===== src/rtl/apb_pkg.sv =====
// apb_pkg -- definitions shared by the APB master, its timer and APB benches.
//
// Contents:
//   APB_ADDRW / APB_DATAW : default APB address and data widths
//   apb_state_e           : master FSM state encoding (IDLE/SETUP/ACCESS/RESP)
//   cnt_width()           : width of the ACCESS wait counter for a given TIMEOUT

package apb_pkg;

    localparam int APB_ADDRW = 32;
    localparam int APB_DATAW = 32;

    typedef enum logic [1:0] {
        IDLE   = 2'd0,
        SETUP  = 2'd1,
        ACCESS = 2'd2,
        RESP   = 2'd3
    } apb_state_e;

    // The counter must be able to hold TIMEOUT itself; a zero TIMEOUT still
    // gets a 1-bit counter so the port never collapses to zero width.
    function automatic int cnt_width(input int timeout);
        return (timeout < 1) ? 1 : $clog2(timeout + 1);
    endfunction

endpackage


===== src/rtl/apb_master_timer.sv =====
// apb_master_timer -- saturating ACCESS wait counter with expiry flag.
//
// Ports:
//   clk    : clock, all state changes on the rising edge
//   rst    : synchronous active-high reset, clears the counter
//   clear  : clears the counter (asserted on the transition into SETUP)
//   inc    : one more ACCESS cycle with PREADY low
//   count  : current number of wait cycles seen in this transfer
//   expire : combinational; high when this increment makes count reach
//            TIMEOUT (never high when TIMEOUT is 0)

module apb_master_timer
    import apb_pkg::*;
#(
    parameter int TIMEOUT = 16,
    parameter int CNTW    = 5
) (
    input  logic            clk,
    input  logic            rst,
    input  logic            clear,
    input  logic            inc,
    output logic [CNTW-1:0] count,
    output logic            expire
);

    // With the timeout disabled the counter simply saturates at all-ones.
    localparam logic [CNTW-1:0] CNT_MAX = (TIMEOUT == 0) ? {CNTW{1'b1}} : TIMEOUT[CNTW-1:0];
    localparam logic [CNTW:0]   LIMIT   = TIMEOUT[CNTW:0];

    logic [CNTW-1:0] count_q;
    logic [CNTW:0]   count_inc;

    always_ff @(posedge clk) begin
        if (rst || clear) begin
            count_q <= '0;
        end else if (inc && (count_q != CNT_MAX)) begin
            count_q <= count_q + 1'b1;
        end
    end

    // Compare the post-increment value one bit wider so the test cannot wrap.
    assign count_inc = {1'b0, count_q} + {{CNTW{1'b0}}, 1'b1};
    assign expire    = (TIMEOUT != 0) && inc && (count_inc >= LIMIT);
    assign count     = count_q;

endmodule


===== src/rtl/apb_master.sv =====
// apb_master -- single-outstanding APB requester with response handshake.
//
// Ports:
//   PCLK, PRESET                 : clock and synchronous active-high reset
//   cmd_valid/cmd_ready          : request handshake; cmd_addr, cmd_write,
//                                  cmd_wdata are captured when both are high
//   rsp_valid/rsp_ready          : response handshake; rsp_rdata, rsp_err
//                                  are held until rsp_ready is seen high
//   PADDR, PSEL, PENABLE,
//   PWRITE, PWDATA               : APB request signals
//   PREADY, PRDATA, PSLVERR      : APB completion signals
//   state, wait_count            : debug view of the FSM and wait counter
//
// Handshake rule: a transfer on either interface happens on a rising edge
// where valid and ready are both high; valid never depends on ready, and a
// response, once valid, holds its payload until taken.

module apb_master
    import apb_pkg::*;
#(
    parameter int ADDRW   = APB_ADDRW,
    parameter int DATAW   = APB_DATAW,
    parameter int TIMEOUT = 16
) (
    input  logic                          PCLK,
    input  logic                          PRESET,
    input  logic                          cmd_valid,
    output logic                          cmd_ready,
    input  logic [ADDRW-1:0]              cmd_addr,
    input  logic                          cmd_write,
    input  logic [DATAW-1:0]              cmd_wdata,
    output logic                          rsp_valid,
    input  logic                          rsp_ready,
    output logic [DATAW-1:0]              rsp_rdata,
    output logic                          rsp_err,
    output logic [ADDRW-1:0]              PADDR,
    output logic                          PSEL,
    output logic                          PENABLE,
    output logic                          PWRITE,
    output logic [DATAW-1:0]              PWDATA,
    input  logic                          PREADY,
    input  logic [DATAW-1:0]              PRDATA,
    input  logic                          PSLVERR,
    output apb_state_e                    state,
    output logic [cnt_width(TIMEOUT)-1:0] wait_count
);

    localparam int CNTW = cnt_width(TIMEOUT);

    apb_state_e       state_q;
    apb_state_e       state_d;
    logic             accept;
    logic             wait_inc;
    logic             expire;
    logic [ADDRW-1:0] paddr_q;
    logic             pwrite_q;
    logic [DATAW-1:0] pwdata_q;
    logic [DATAW-1:0] rdata_q;
    logic             err_q;

    assign accept   = (state_q == IDLE) && cmd_valid;
    assign wait_inc = (state_q == ACCESS) && !PREADY;

    apb_master_timer #(
        .TIMEOUT (TIMEOUT),
        .CNTW    (CNTW)
    ) u_timer (
        .clk    (PCLK),
        .rst    (PRESET),
        .clear  (accept),
        .inc    (wait_inc),
        .count  (wait_count),
        .expire (expire)
    );

    always_ff @(posedge PCLK) begin
        if (PRESET) begin
            state_q <= IDLE;
        end else begin
            state_q <= state_d;
        end
    end

    // PREADY is checked before expiry so a slave answering on the last
    // allowed cycle completes normally.
    always_comb begin
        state_d = state_q;
        case (state_q)
            IDLE:    if (cmd_valid) state_d = SETUP;
            SETUP:   state_d = ACCESS;
            ACCESS:  if (PREADY || expire) state_d = RESP;
            RESP:    if (rsp_ready) state_d = IDLE;
            default: state_d = IDLE;
        endcase
    end

    // Request and response payload registers. The request fields only load
    // in IDLE, so they stay put from SETUP through RESP.
    always_ff @(posedge PCLK) begin
        if (PRESET) begin
            paddr_q  <= '0;
            pwrite_q <= 1'b0;
            pwdata_q <= '0;
            rdata_q  <= '0;
            err_q    <= 1'b0;
        end else begin
            if (accept) begin
                paddr_q  <= cmd_addr;
                pwrite_q <= cmd_write;
                pwdata_q <= cmd_wdata;
            end
            if (state_q == ACCESS) begin
                if (PREADY) begin
                    rdata_q <= pwrite_q ? '0 : PRDATA;
                    err_q   <= PSLVERR;
                end else if (expire) begin
                    rdata_q <= '0;
                    err_q   <= 1'b1;
                end
            end
        end
    end

    assign cmd_ready = (state_q == IDLE);
    assign rsp_valid = (state_q == RESP);
    assign PSEL      = (state_q == SETUP) || (state_q == ACCESS);
    assign PENABLE   = (state_q == ACCESS);
    assign PADDR     = paddr_q;
    assign PWRITE    = pwrite_q;
    assign PWDATA    = pwdata_q;
    assign rsp_rdata = rdata_q;
    assign rsp_err   = err_q;
    assign state     = state_q;

endmodule

===== config.mk =====
export PLATFORM = sky130hd
export DESIGN_NAME = apb_master
export DESIGN_NICKNAME = d
export VERILOG_FILES = /design/src/rtl/apb_pkg.sv /design/src/rtl/apb_master_timer.sv /design/src/rtl/apb_master.sv
export SDC_FILE = /design/constraint.sdc
export NUM_CORES = 1
export LEC_CHECK = 0
export BUFFER_PORTS_ARGS = -buffer_cell sky130_fd_sc_hd__buf_2
export CAP_MARGIN = 5
export CELL_PAD_IN_SITES_DETAIL_PLACEMENT = 0
export CELL_PAD_IN_SITES_GLOBAL_PLACEMENT = 2
export CORE_AREA = 2 2 129 131
export CTS_BUF_LIST = sky130_fd_sc_hd__clkbuf_16
export CTS_CLUSTER_SIZE = 30
export DETAILED_ROUTE_END_ITERATION = 6
export DIE_AREA = 0 0 131 133
export HOLD_SLACK_MARGIN = 0.15
export PLACE_DENSITY = 0.86
export SYNTH_ARGS = -nofsm -noshare
export SYNTH_HDL_FRONTEND = slang
export SYNTH_SLANG_ARGS = --single-unit
export TNS_END_PERCENT = 30

===== constraint.sdc =====
create_clock -name PCLK -period 2.5 [get_ports PCLK]
set_input_delay 0.5 -clock PCLK [delete_from_list [all_inputs] [get_ports PCLK]]
set_output_delay 0.5 -clock PCLK [all_outputs]
set_load 0.02 [all_outputs]

==> results.md, run 1 <==
* Status: complete, no violations
* Leakage power at between 0.002 and 0.003 uW
* First-pass GRT wire length at 19.0 mm
* Setup bufs post-CTS at 0
* CP arrival at around 1400 ps
* Worst Hold Class: in -> reg
* Worst vdd ir at roughly 0.34 mV
* Core Region at between 15000 and 20000 sq um
* CP Launch Type: flip-flop
* # rows at 47
* Vias at ~4.0k
* Pwr/cell area at between 900 and 1000 nW/um^2
* Starting Density at 0.261
* Fraction of layout cells with a size suffix above 1 at 0.392
* Root Driver: clkbuf_16
* Remaining global-route overflow at 0
* YS warnings at 0
* Die area at around 17000 sq um
* Clock Path Buffers at 2
* Routed WL at between 10 and 15 mm
* Area Overhead vs Synth at 37.0%
* # Max-Cap Violations at 0
* Max Slew Vio Count at 0
* Setup crit end kind: primary output
* Final TNS setup at 0 ps
* Global Route Usage Sum at 0.137
* Synth cell types at 32
* Fin crit share at 0.751
* CP cell instances: ha_2 > buf_4 > buf_2
* Syn Inst Count at about 490
* CTS Hold Bufs at 0
* Initial drt markers at between 100 and 150
* Synthesized flop and latch total at about 110
* Post-route minimum period at roughly 1900 ps
* Clock skew at between 7 and 8 ps
* Slew HR at 0.668
* Gp weighted congestion at between 0.7 and 0.8
* Setup violators final at 0
* RSZ-0062 raised after global routing: no
* Register area share after synthesis at 0.498
* Post-layout util at 0.358
* Dpl cells at approximately 890
* CTS tree: done
* Slowest stage cell, crit path: dfxtp_1
* CP Max Fanout at 15
* Initial antenna violation count at 1
* Fmax at between 500 and 600 MHz
* Post-Syn Area at 4220 sq um
* IO Pins at around 210
* Hold slack at between 300 and 400 ps
* Post-route insts no fill at 905
* Synth Area per Inst at roughly 8.6 sq um
* Drt pass-1 iters at 5
* Via-to-Cell Ratio at approximately 4.5
* Final Hold Vio Count at 0
* Chip Height at 133 um
* Buffers on Ports at 211
* Worst-Margin Slew at a little under 500 ps
* Detailed Place HPWL at between 8 and 9 mm
* Clk_lat worst skew at 350 ps
* ANT nets after route at 0
* WS Path Type: reg -> out
* CP max stage delay at 400 ps
* Final Total Pwr at between 5000 and 6000 uW
* Nets at 788
* H-tree levels at 3
* Num CTS Buffers at 9
* Clock sink count at 105
* Largest net degree at the start of global routing at 56
* Routed len/inst at 13.5 um
* Worst EP required at ~2000 ps
* Syn_nets at around 600
* Clk slew on worst S/H paths at around 70 ps
* Die width at around 130 um
* Drc violations at 0
* Vias in the first global route at a little under 4k
* Post-cts sizing count at 0
registers in the layout, indices dropped and copies added, names as in the netlist:
signal / flops
u_timer.count: 5
state: 2
rsp_rdata: 32
PWDATA: 32
PWRITE: 1
rsp_err: 1
PADDR: 32
cells in the mapped netlist (all sizes together):
cell | number | share of area
inv | 6 | 0.0053
o21a | 1 | 0.0018
nand2b | 4 | 0.0059
nand4bb | 1 | 0.0027
a21oi | 99 | 0.12
nor3 | 6 | 0.0071
nand3 | 2 | 0.0024
xnor2 | 1 | 0.0021
mux2i | 2 | 0.0047
o21bai | 2 | 0.0062
buf | 19 | 0.026
ha | 5 | 0.015
nor2b | 1 | 0.0015
a22oi | 1 | 0.0018
and2 | 2 | 0.0030
a311oi | 32 | 0.11
dfxtp | 105 | 0.50
nand2 | 165 | 0.15
clkbuf | 22 | 0.020
and3 | 3 | 0.0068
nor2 | 3 | 0.0027
nand4 | 1 | 0.0015
xor2 | 3 | 0.0062
o311ai | 1 | 0.0021
o2111ai | 1 | 0.0021
and3b | 1 | 0.0021
cell type report:
| class | count | area, sq um |
|---|---|---|
| Sequential cell | 105 | 2100 |
| Fill cell | 1707 | 10400 |
| Clock buffer | 9 | 225 |
| Tap cell | 220 | 275 |
| Inverter | 6 | 22.5 |
| Multi-Input combinational cell | 337 | 1910 |
| Antenna cell | 1 | 2.50 |
| Clock inverter | 6 | 75.1 |
| Timing Repair Buffer | 221 | 1170 |
report_power, final:
part | switching (uW) | total, uW | internal (uW)
sequential | 137 | 2080 | 1940
combinational | 1290 | 1920 | 630
clock | 600 | 1460 | 859
total | 2030 | 5460 | 3430
per-layer routing:
layer  up-vias  routed length, um  share of wire  global-route usage
met1      1836               5200           0.43               0.161
li1       2042                  -              -                   -
met3        14               1230           0.10              0.0562
met2       142               5540           0.46               0.220
met5         -                  0              0                   0
met4         0                203          0.017              0.0561
cells by family after synthesis:
kind of cell               count (synthesis)  share of synthesized area
and+or+nand+nor                          189                      0.182
AOI/OAI and AO/OA                        137                      0.241
DFF                                      105                      0.498
buffers and inverters                     47                     0.0513
adders and majority gates                  5                     0.0148
xor gates and xnor gates                   4                    0.00830
muxes                                      2                    0.00474
per-stage QoR:
| stage | area (sq um) | setup slack [ps] |
|---|---|---|
| 2_1_floorplan | 4220 | 644 |
| 3_3_place_gp | 5480 | 698 |
| 3_5_place_dp | 5480 | 614 |
| 4_1_cts | 5780 | 584 |
| 5_1_grt | 5780 | 463 |
| 6_report | 5780 | 622 |
critical path: cells and delay by family, from the launching register on:
family,cells,cell delay (ps)
fa+ha+maj,1,210
flops,1,400
buf+inv,2,430
layout by cell type (no fill, tap or decap), types with 4 or more instances in the layout:
cell / n
dfxtp_1: 105
nor3_1: 6
buf_4: 8
nand2b_1: 4
a21oi_1: 99
buf_2: 210
ha_1: 4
clkbuf_16: 9
inv_1: 7
nand2_1: 164
a311oi_2: 29
worst paths after layout:
check,depth (start not counted),slack (ps),start,end
hold reg to reg,2,450,PADDR[25],PADDR[25]
setup reg to reg,6,630,state[1],state[1]
setup / recovery,3,620,state[1],PENABLE
hold / removal,3,380,cmd_addr[2],PADDR[2]
(Power assumes the default switching activity.)
==> inputs of run 2 (changes only) <==
CORE_AREA = 2 2 133 135   (was 2 2 129 131)
DIE_AREA = 0 0 135 137   (was 0 0 131 133)
PLACE_DENSITY = 0.82   (was 0.86)
clock period = 1.9 ns   (was 2.5 ns; I/O delays follow)
==> run 2 against run 1 <==
Against the previous run: hold slack worse by 130 ps; first-iteration DRC count is 25% higher; sequential cell count stayed put; final cell count is 0.88% higher; clock power is 22% higher; power is 31% higher; cell area is 0.76% higher; worst setup slack worse by 410 ps; critical endpoint is now cmd_ready; register-to-register slack worse by 390 ps.
==> results.md, run 2 (synthesis results as in run 1) <==
* Status: complete, no violations (unchanged)
* Largest net degree at the start of global routing at 65 (was 56)
* Fraction of layout cells with a size suffix above 1 at 0.400 (was 0.392)
* Hold slack at 255 ps (was 385 ps)
* Core Region at 17100 sq um (was 16200 sq um)
* Clk slew on worst S/H paths at 80 ps (was 70 ps)
* M1 WL at 5.52 mm (was 5.20 mm)
* Placed Instance Area at 5550 sq um (was 5480 sq um)
* Num CTS Buffers at 9 (unchanged)
* Fmax at 593 MHz
* Starting Density at 0.248 (was 0.261)
* Setup crit end kind: primary output (unchanged)
* Drc violations at 0 (unchanged)
* RSZ-0062 raised after global routing: no (unchanged)
* Routed WL at 12.3 mm (was 12.2 mm)
* Via-to-Cell Ratio at 4.49 (was 4.46)
* Vias at 4099 (was 4034)
* Die area at 18500 sq um (was 17400 sq um)
* # rows at 48 (was 47)
* Fin crit share at 0.888
* R2R depth at 6 (unchanged)
* H-tree levels at 3 (unchanged)
* Final TNS setup at 0 ps (unchanged)
* First-pass GRT wire length at 19.3 mm (was 19.0 mm)
* Remaining global-route overflow at 0 (unchanged)
* Nets at 791 (was 788)
* Initial drt markers at 170 (was 136)
* Leading cell types in the layout, fill and taps excluded: buf_2 (210), nand2_1 (164), dfxtp_1 (105) (unchanged)
* CTS Hold Bufs at 0 (unchanged)
* # diodes at 0 (was 1)
* Die width at 135 um (was 131 um)
* Vias in the first global route at 3836 (was 3844)
* Global Route Usage Sum at 0.130 (was 0.137)
* Root Driver: clkbuf_16 (unchanged)
* CP Launch Type: flip-flop (unchanged)
* CTS tree: done (unchanged)
* Met3 wire length at 1.15 mm (was 1.23 mm)
* CP arrival at 1310 ps (was 1380 ps)
* Initial antenna violation count at 0 (was 1)
* Max Slew Vio Count at 0 (unchanged)
* Final Hold Vio Count at 0 (unchanged)
* Clk_lat worst skew at 350 ps (about the same)
* Final Total Pwr at 7130 uW (was 5460 uW)
* Worst Hold Class: in -> reg (unchanged)
* CP Max Fanout at 4 (was 15)
* Setup violators final at 0 (unchanged)
* Routed len/inst at 13.5 um (about the same)
* Clock sink count at 105 (unchanged)
* Worst-Margin Slew at 533 ps (was 490 ps)
* Top sig layer: met4 (unchanged)
* IO Pins at 212 (unchanged)
* Worst hold stages at 3 (unchanged)
* Leakage power at 0.00252 uW (was 0.00250 uW)
* ANT nets after route at 0 (unchanged)
* Setup bufs post-CTS at 0 (unchanged)
* Gp weighted congestion at 0.818 (was 0.780)
* Detailed Place HPWL at 8.74 mm (was 8.67 mm)
* Worst vdd ir at 0.601 mV (was 0.341 mV)
* Clock Path Buffers at 2 (unchanged)
* Clock skew at 8.57 ps (was 7.28 ps)
* Pwr/cell area at 1220 nW/um^2 (was 944 nW/um^2)
* Cell area after layout at 5830 sq um (was 5780 sq um)
* # Max-Cap Violations at 0 (unchanged)
* Slew HR at 0.644 (was 0.668)
* Post-cts sizing count at 0 (unchanged)
* Routed wl met2 at 5.47 mm (was 5.54 mm)
* Buffers on Ports at 211 (unchanged)
* Post-route minimum period at around 1700 ps
* Area Overhead vs Synth at 38.1% (was 37.0%)
* Worst EP required at 1520 ps (was 2000 ps)
* Drt pass-1 iters at 7 (was 5)
* Most common cell after layout, fill and taps aside: buf_2 (unchanged)
* Chip Height at 137 um (was 133 um)
* WS Path Type: reg -> out (unchanged)
-- run 2: worst paths after layout --
path                   endpoint  slack (ps)              from
hold / removal         PADDR[4]         260       cmd_addr[4]
setup reg to reg  rsp_rdata[31]         240  u_timer.count[1]
setup / recovery      cmd_ready         210          state[0]
hold reg to reg       PADDR[28]         450         PADDR[28]
-- run 2: final cells by class --
class	count	area (sq um)
flip-flops and latches	105	2100
clock buffers	9	225
fillers	1816	11200
clock inverters	7	55.1
well taps	225	282
multi-input cells	337	1910
repair buffers	224	1230
inverters	6	22.5
-- run 2: through the flow --
| step | std cells | worst slack (ps) | util |
|---|---|---|---|
| 6_report | 913 | 213 | 0.342 |
| 2_1_floorplan | 489 | 43.6 | - |
| 3_5_place_dp | 897 | 246 | 0.325 |
| 5_1_grt | 913 | 84.6 | 0.342 |
| 3_3_place_gp | 897 | 299 | 0.325 |
| 4_1_cts | 913 | 176 | 0.342 |
-- run 2: routing by layer --
layer	vias to the layer above	GRT usage
met3	12	0.0430
met4	0	0.0532
met5	-	0
met2	159	0.206
met1	1875	0.163
li1	2053	-
-- run 2: critical path, stage by stage (launching register included) --
cell	delay, ps
dfxtp_1	370
inv_1	80
ha_1	210
buf_4	150
buf_2	150
-- run 2: power by group --
group	total, uW	switching (uW)	internal [uW]
clock	1780	876	904
sequential	2740	184	2550
combinational	2610	1700	906
